`src/rtl/glyph_writer_pkg.sv`:
```
// Shared frame-buffer geometry, command encodings and FSM state codes
// for the glyph writer and the display-side address logic.
package glyph_writer_pkg;

  localparam logic [15:0] FB_BASE            = 16'h3000;
  localparam int          SCREEN_WIDTH_WORDS = 40;
  localparam int          COLS               = 80;
  localparam int          ROWS               = 60;
  localparam int          FB_WORDS           = 2400;

  localparam logic OP_WRITE = 1'b0;
  localparam logic OP_CLEAR = 1'b1;

  localparam logic [2:0] S_IDLE = 3'd0;
  localparam logic [2:0] S_RD   = 3'd1;
  localparam logic [2:0] S_CAP  = 3'd2;
  localparam logic [2:0] S_WR   = 3'd3;
  localparam logic [2:0] S_CLR  = 3'd4;

endpackage

```
`src/rtl/fb_addr_calc.sv`:
```
// Character cell (row, col) to frame-buffer word address and byte select.
// Row stride of 40 words is built from shifts: 32*row + 8*row.
module fb_addr_calc #(
  parameter int                    ADDR_WIDTH = 16,
  parameter logic [ADDR_WIDTH-1:0] FB_BASE    = 16'h3000
) (
  input  logic [5:0]            row,
  input  logic [6:0]            col,
  output logic [ADDR_WIDTH-1:0] addr,
  output logic                  lo_sel
);

  logic [ADDR_WIDTH-1:0] row_w;
  logic [ADDR_WIDTH-1:0] col_w;

  assign row_w  = ADDR_WIDTH'(row);
  assign col_w  = ADDR_WIDTH'(col[6:1]);
  assign addr   = FB_BASE + (row_w << 5) + (row_w << 3) + col_w;
  assign lo_sel = col[0];

endmodule

```
`src/rtl/glyph_writer.sv`:
```
// Text-mode frame-buffer writer: single-glyph read-modify-write
// and full-screen clear, one memory access per cycle.
module glyph_writer #(
  parameter int                    ADDR_WIDTH = 16,
  parameter logic [ADDR_WIDTH-1:0] FB_BASE    = 16'h3000,
  parameter int                    COLS       = 80,
  parameter int                    ROWS       = 60
) (
  input  logic                  clk,
  input  logic                  reset,
  input  logic                  cmd_valid,
  output logic                  cmd_ready,
  input  logic                  cmd_op,
  input  logic [6:0]            cmd_col,
  input  logic [5:0]            cmd_row,
  input  logic [7:0]            cmd_glyph,
  output logic [ADDR_WIDTH-1:0] mem_addr,
  output logic                  mem_we,
  output logic [15:0]           mem_wdata,
  input  logic [15:0]           mem_rdata,
  output logic                  busy,
  output logic                  err
);

  import glyph_writer_pkg::*;

  logic [2:0]            state;
  logic [7:0]            glyph_q;
  logic                  lo_q;
  logic [11:0]           cnt;
  logic [ADDR_WIDTH-1:0] calc_addr;
  logic                  calc_lo;
  logic                  in_range;
  logic                  accept;

  fb_addr_calc #(
    .ADDR_WIDTH(ADDR_WIDTH),
    .FB_BASE   (FB_BASE)
  ) u_addr (
    .row   (cmd_row),
    .col   (cmd_col),
    .addr  (calc_addr),
    .lo_sel(calc_lo)
  );

  assign cmd_ready = (state == S_IDLE);
  assign busy      = (state != S_IDLE);
  assign accept    = cmd_valid && cmd_ready;
  assign in_range  = (cmd_col < 7'(COLS)) && (cmd_row < 6'(ROWS));

  // Memory outputs are registered so each state presents its own access.
  always_ff @(posedge clk) begin
    if (reset) begin
      state     <= S_IDLE;
      glyph_q   <= '0;
      lo_q      <= 1'b0;
      cnt       <= '0;
      mem_addr  <= '0;
      mem_we    <= 1'b0;
      mem_wdata <= '0;
      err       <= 1'b0;
    end else begin
      err <= 1'b0;
      case (state)
        S_IDLE: begin
          if (accept) begin
            if (cmd_op == OP_CLEAR) begin
              state     <= S_CLR;
              cnt       <= '0;
              mem_addr  <= FB_BASE;
              mem_we    <= 1'b1;
              mem_wdata <= {cmd_glyph, cmd_glyph};
            end else if (in_range) begin
              state    <= S_RD;
              mem_addr <= calc_addr;
              glyph_q  <= cmd_glyph;
              lo_q     <= calc_lo;
            end else begin
              err <= 1'b1;
            end
          end
        end
        S_RD: state <= S_CAP;
        S_CAP: begin
          state     <= S_WR;
          mem_we    <= 1'b1;
          mem_wdata <= lo_q ? {mem_rdata[15:8], glyph_q}
                            : {glyph_q, mem_rdata[7:0]};
        end
        S_WR: begin
          state  <= S_IDLE;
          mem_we <= 1'b0;
        end
        S_CLR: begin
          if (cnt == 12'(FB_WORDS - 1)) begin
            state  <= S_IDLE;
            mem_we <= 1'b0;
          end else begin
            cnt      <= cnt + 12'd1;
            mem_addr <= FB_BASE + ADDR_WIDTH'(cnt + 12'd1);
          end
        end
        default: begin
          state  <= S_IDLE;
          mem_we <= 1'b0;
        end
      endcase
    end
  end

endmodule

```
`config.mk`:
```
export PLATFORM = sky130hd
export DESIGN_NAME = glyph_writer
export DESIGN_NICKNAME = d
export VERILOG_FILES = /design/src/rtl/glyph_writer_pkg.sv /design/src/rtl/fb_addr_calc.sv /design/src/rtl/glyph_writer.sv
export SDC_FILE = /design/constraint.sdc
export NUM_CORES = 1
export LEC_CHECK = 0
export CORE_MARGIN = 10
export CORE_UTILIZATION = 54
export CTS_CLUSTER_SIZE = 28
export DETAILED_ROUTE_END_ITERATION = 8
export PLACE_DENSITY = 0.94
export RECOVER_POWER = 100
export SLEW_MARGIN = 10
export SYNTH_ARGS = -nofsm -noshare
export SYNTH_HDL_FRONTEND = slang
export SYNTH_SLANG_ARGS = --single-unit
```
`constraint.sdc`:
```
create_clock -name clk -period 4.1 [get_ports clk]
set_input_delay 0.82 -clock clk [delete_from_list [all_inputs] [get_ports clk]]
set_output_delay 0.82 -clock clk [all_outputs]
set_load 0.02 [all_outputs]
```
Word level (Yosys, flattened, before mapping). Index checks and enable logic that the tools add are counted.

Output and inout bits: 36. Word-level logic and storage cells: 65. Input port bits: 41. Bits in registers: 58.

Bitwise operators: 4. Order comparisons: 2. Add/subtract/negate cells: 6. Reduce and logical (&&, ||, !) cells: 13. Eq/ne operators: 9. Multiplexer cells: 23.

Operators by type and width (count): two-way mux 16 bit (7); one-hot mux 16 bit (2 select lines) (2); two-way mux 12 bit (3); one-hot mux 12 bit (2 select lines) (1); adder 16 x 6 -> 16 bit (1); adder 16 x 9 -> 16 bit (1); AND reduction 4 bit (4); adder 14 x 11 -> 15 bit, first input constant (1); adder 14 x 13 -> 15 bit, first input constant (1); adder 12 x 1 -> 13 bit, second input constant (1); adder 12 x 1 -> 12 bit, second input constant (1); == test 12 bit, second input constant (1); two-way mux 3 bit (4); one-hot mux 3 bit (4 select lines) (1); < comparator 7 bit, second input constant (1); < comparator 6 bit, second input constant (1); AND reduction 3 bit (2); two-way mux 1 bit (4); inequality test 2 x 1 -> 1 bit, second input constant (2); inequality test 2 bit, second input constant (2); inverter 1 bit (4); one-hot mux 1 bit (4 select lines) (1); nonzero test 2 bit (2); OR reduction 4 bit (1); 7 further kinds (8).

Depth between registers and ports, before layout.
Word-level depth: 7. Gate-level depth with buffers: 9. Depth with buffers taken out: 9.

Hierarchy. Synthesis repeated with hierarchy kept, for this count alone.

Cell total of the unflattened synthesis: 402. Area, all modules: 3393.3 um2.

By module, submodules not included: glyph_writer (cells an instance 348, sequential area each 1161.1 um2, times used 1, area each 2960.3 um2); fb_addr_calc (cells an instance 54, sequential area each 0.0 um2, times used 1, area each 432.9 um2).

Worst setup path before layout. OpenSTA, ideal clock, no wires.

Kind: input port to flip-flop. From: in cmd_col[6]. To: reg mem_addr[10]. Buffers on the path: 0. Setup time: 74 ps. Required time: 4026 ps. Stages on the path: 8. Arrival: 2650 ps. Path slack: 1376 ps. Cells stage by stage: inv_1 -> fa_1 -> fa_1 -> nor2b_1 -> o31ai_1 -> a21oi_1 -> mux2_1 -> a31oi_1.

Longest elaborated chain between the ends: 5. Elaborated cells between the ends (all ways): 9. Classes of those cells: 1 x add/sub; 1 x order compare; 1 x eq/ne; 4 x mux; 2 x reduce/logical.

Ends and longest elaborated chain: start: declaration (RTL line glyph_writer.sv:14) `input logic [6:0] cmd_col,`; adder 16 x 6 -> 16 bit (RTL line fb_addr_calc.sv:18) `assign addr = FB_BASE + (row_w << 5) + (row_w << 3) + col_w;`; two-way mux 16 bit (RTL line glyph_writer.sv:73) `end else if (in_range) begin`; two-way mux 16 bit (RTL line glyph_writer.sv:67) `if (cmd_op == OP_CLEAR) begin`; two-way mux 16 bit (RTL line glyph_writer.sv:66) `if (accept) begin`; one-hot mux 16 bit (2 select lines) (RTL line glyph_writer.sv:64) `case (state)`; end signal: assignment (RTL line glyph_writer.sv:75) `mem_addr <= calc_addr;`; end signal: assignment (RTL line glyph_writer.sv:100) `mem_addr <= FB_BASE + ADDR_WIDTH'(cnt + 12'd1);`; end: declaration (RTL line glyph_writer.sv:17) `output logic [ADDR_WIDTH-1:0] mem_addr,`.

Several ways; a longest one is shown, not always the timed one. The select of a mux whose other input is x is not followed. A chain may end at the register's enable or synchronous reset.

Worst setup path after layout. Ends and elaborated chain as after synthesis.

==> qor.csv <==
stage;metric;value;unit
run_status;status;complete, but fails checks;
run_status;failing checks;max-capacitance violations, max-slew violations;
global_route;largest net degree at the start of global routing;34;
global_route;vias in the first global route;3074;
timing;final hold vios;0;
synthesis;most common flop cell mapped by yosys;dfxtp_1;
clock_network;worst skew pair latency;340;ps
global_route;first-pass GRT wire length;14.76;mm
run;max cap viols;1;
clock_network;CTS clk-pin slew, worst paths;60;ps
timing;Total Neg Setup Slack;0;ps
timing;hold_ws;476.2;ps
floorplanning;core area;0.005608;mm²
min_path;Hold Path End;mem_addr[14];
worst_setup_path;FF-to-FF path depth;4;
synthesis;post-synthesis sequential element count;57;
drt;Post-Route WL;8.847;mm
synthesis;Avg Inst Size Synth;8.434;µm²
synthesis;Post-synth EDFFs;0;
drt;First-pass DRT Iterations;4;
timing;measured slew at the worst slew-check pin;1538;ps
synthesis;Yosys warnings;0;
worst_setup_path;reg2reg start;state[2];
global_route;Total GRT Usage;0.1826;
worst_setup_path;r2r endpoint;cnt[6];
clock_network;H-tree depth;3;
global_route;initial antenna violation count;0;
pwr;Power Density;378.2;mW/mm²
worst_setup_path;worst-path fanout max;2;
worst_setup_path;CP required;4360;ps
pwr;leakage power;0.001623;µW
worst_setup_path;critical path class;in2reg;
finish;Diodes inserted;0;
finish;Nets;491;
placement;port bufs;75;
timing;Slew HR;-0.02763;
clock_network;root buf cell;clkbuf_8;
drt;DRT iter0 DRCs;322;
synthesis;count of cell types in the netlist;51;
floorplanning;Die ar.;0.009377;mm²
timing;clock skew;8.371;ps
timing;final period utilization;0.7701;
finish;Final Instance Count excl. Fillers;513;
synthesis;Async SR Flop Fraction;0;
finish;fill count;433;
placement;RePlAce Congestion;0.9228;
clock_network;CTS tree;built;
clock_network;post-CTS setup buffers;0;
worst_setup_path;crit start category;primary input;
min_path;Hold Crit Class;reg2reg;
worst_setup_path;slowest CP cell;dlygate4sd3_1;
clock_network;clock sink count;57;
clock_network;clk buf depth;2;
synthesis;Post-Syn Instances;378;
floorplanning;Die Wd;96.84;µm
timing;min cycle time layout;3157;ps
drt;Remaining DRCs;0;
synthesis;Netlist Area Pre-Place;0.003188;mm²
pwr;Worst IR Drop VDD;0.0002620;V
worst_setup_path;Most common cell on crit path;fa_1;
min_path;Hold Path Depth;2;
floorplanning;IO Pins;77;
clock_network;Num CTS Buffers;9;
finish;Area growth, synth to finish;27.51;%
timing;Max Fclk;316.7;MHz
worst_setup_path;Arrival @ worst endpoint;3420;ps
worst_setup_path;largest stage delay on the critical path;550;ps
worst_setup_path;setup slack, reg-to-reg;1180;ps
drt;total number of vias;3086;
min_path;hold_sp;mem_addr[14];
timing;Final setup viols;0;
finish;multi-input logic area;0.001829;mm²
clock_network;number of gates resized after cts;0;
worst_setup_path;CP cell instances;dlygate4sd3_1, inv_1, fa_1, fa_1, nor2b_1, o31ai_1, a21oi_1, mux2_1, a31oi_1;
synthesis;sequential element share of the synthesized area;0.3579;
floorplanning;Initial Util;0.5685;
placement;Cells after DPL;497;
drt;vias per inst;6.016;
timing;max-slew violation count;15;
finish;share of cells above drive strength 1;0.05215;
synthesis;Syn Nets;433;
floorplanning;chip height;96.84;µm
global_route;remaining global-route overflow;0;
finish;register area;0.001141;mm²
drt;antenna-violating nets left;0;
finish;Post-Route Utilization;0.7249;
clock_network;hold bufs inserted after CTS;0;
timing;RSZ-0062 raised after global routing;no;
floorplanning;site row count;27;
placement;DP HPWL;6.636;mm
drt;DR WL/cell;17.25;µm
worst_setup_path;critical path capture point type;register;
## layout by cell type, fill, tap and decap left out, drive strengths merged, types with 3 or more instances in the layout
master          n
o211a           3
nor2           54
nand3          10
xor2            4
a211oi         20
dlygate4sd3    38
clkbuf         14
a31oi           3
o21ai          13
nor3b           5
nor3           13
ha             12
nor2b           4
a21oi          39
xnor2           9
nand4           6
a311oi          3
a22oi           4
a41oi           3
mux2i          26
dfxtp          57
o21a            3
clkdlybuf4s50  36
inv            11
nand2          17
## worst max path at each step
| stage | from | to | slack (ps) | depth (start not counted) |
|---|---|---|---|---|
| 2_1_floorplan | cmd_col[6] | mem_addr[10] | 1380 | 8 |
| 3_3_place_gp | cmd_col[6] | mem_addr[10] | 810 | 9 |
| 3_5_place_dp | cmd_row[0] | mem_addr[10] | 680 | 9 |
| 4_1_cts | cmd_row[0] | mem_addr[10] | 1020 | 9 |
| 5_1_grt | cmd_col[6] | mem_addr[11] | 800 | 10 |
| 6_report | cmd_col[6] | mem_addr[10] | 940 | 9 |
## cells in the mapped netlist, types with 3 or more instances
| library cell | n | share of area |
|---|---|---|
| nand3_1 | 10 | 0.016 |
| ha_1 | 12 | 0.047 |
| nor2_1 | 53 | 0.062 |
| o21a_1 | 3 | 0.0071 |
| nor2b_1 | 4 | 0.0078 |
| o211a_1 | 3 | 0.0094 |
| o21ai_1 | 10 | 0.016 |
| nand2_1 | 17 | 0.020 |
| a21oi_1 | 39 | 0.061 |
| inv_1 | 11 | 0.013 |
| xor2_1 | 4 | 0.011 |
| dfxtp_1 | 57 | 0.36 |
| buf_2 | 17 | 0.027 |
| xnor2_1 | 9 | 0.025 |
| nor3_1 | 13 | 0.020 |
| a41oi_1 | 3 | 0.0082 |
| a22oi_1 | 4 | 0.0094 |
| o21ai_0 | 3 | 0.0047 |
| clkbuf_1 | 12 | 0.014 |
| a211oi_1 | 20 | 0.047 |
| nand4_1 | 6 | 0.012 |
| a311oi_1 | 3 | 0.0082 |
| nor3b_1 | 3 | 0.0071 |
| mux2i_1 | 26 | 0.082 |
## worst max-delay path: cells and delay by family
family | cells | cell delay [ps]
mux | 1 | 330
fa+ha+maj | 2 | 1010
compound gates | 3 | 440
simple gates | 1 | 190
buf+inv | 2 | 620
## routing by layer
metal,global-route usage,up-vias,wire (µm)
met2,0.2965,134,4191
li1,-,1481,-
met5,0,-,0
met1,0.2033,1441,3561
met4,0.1015,0,282
met3,0.06388,30,812
## flip-flops by register name, indices dropped and copies added, names as in the netlist
register / flops
glyph_q: 8
cnt: 12
err: 1
state: 3
mem_addr: 15
mem_wdata: 16
mem_we: 1
lo_q: 1
## metrics by stage
stage / cell area (µm²) / setup slack (ps) / power, µW
floorplan: 3188 / 1376 / 880.0
detailed placement: 3897 / 675.9 / 1042
global placement: 3897 / 809.6 / 1025
CTS: 4094 / 1020 / 1563
finish: 4065 / 942.7 / 1537
global route: 4065 / 796.3 / 1610
## where the power goes
| part | switching [µW] | internal [µW] |
|---|---|---|
| logic | 216 | 169 |
| registers | 32.0 | 596 |
| clock network | 230 | 295 |
## cell type report
cell class / count / share of cell area
Sequential cell: 57 / 0.2807
Tap cell: 72 / 0.02216
Clock buffer: 11 / 0.03478
Clock inverter: 5 / 0.01354
Inverter: 11 / 0.01016
Multi-Input combinational cell: 278 / 0.4500
Timing Repair Buffer: 79 / 0.1887
## cells by family after synthesis
| group | after synthesis | share of synthesized area |
|---|---|---|
| multiplexers | 28 | 0.08987 |
| AO/OA/AOI/OAI | 100 | 0.2060 |
| buffers and inverters | 43 | 0.06201 |
| adder cells (fa/ha/maj) | 14 | 0.05965 |
| flip-flops | 57 | 0.3579 |
| XOR/XNOR | 13 | 0.03571 |
| other | 1 | 0.001176 |
| AND/OR/NAND/NOR | 122 | 0.1876 |
Power figures use the tool's default switching activity.
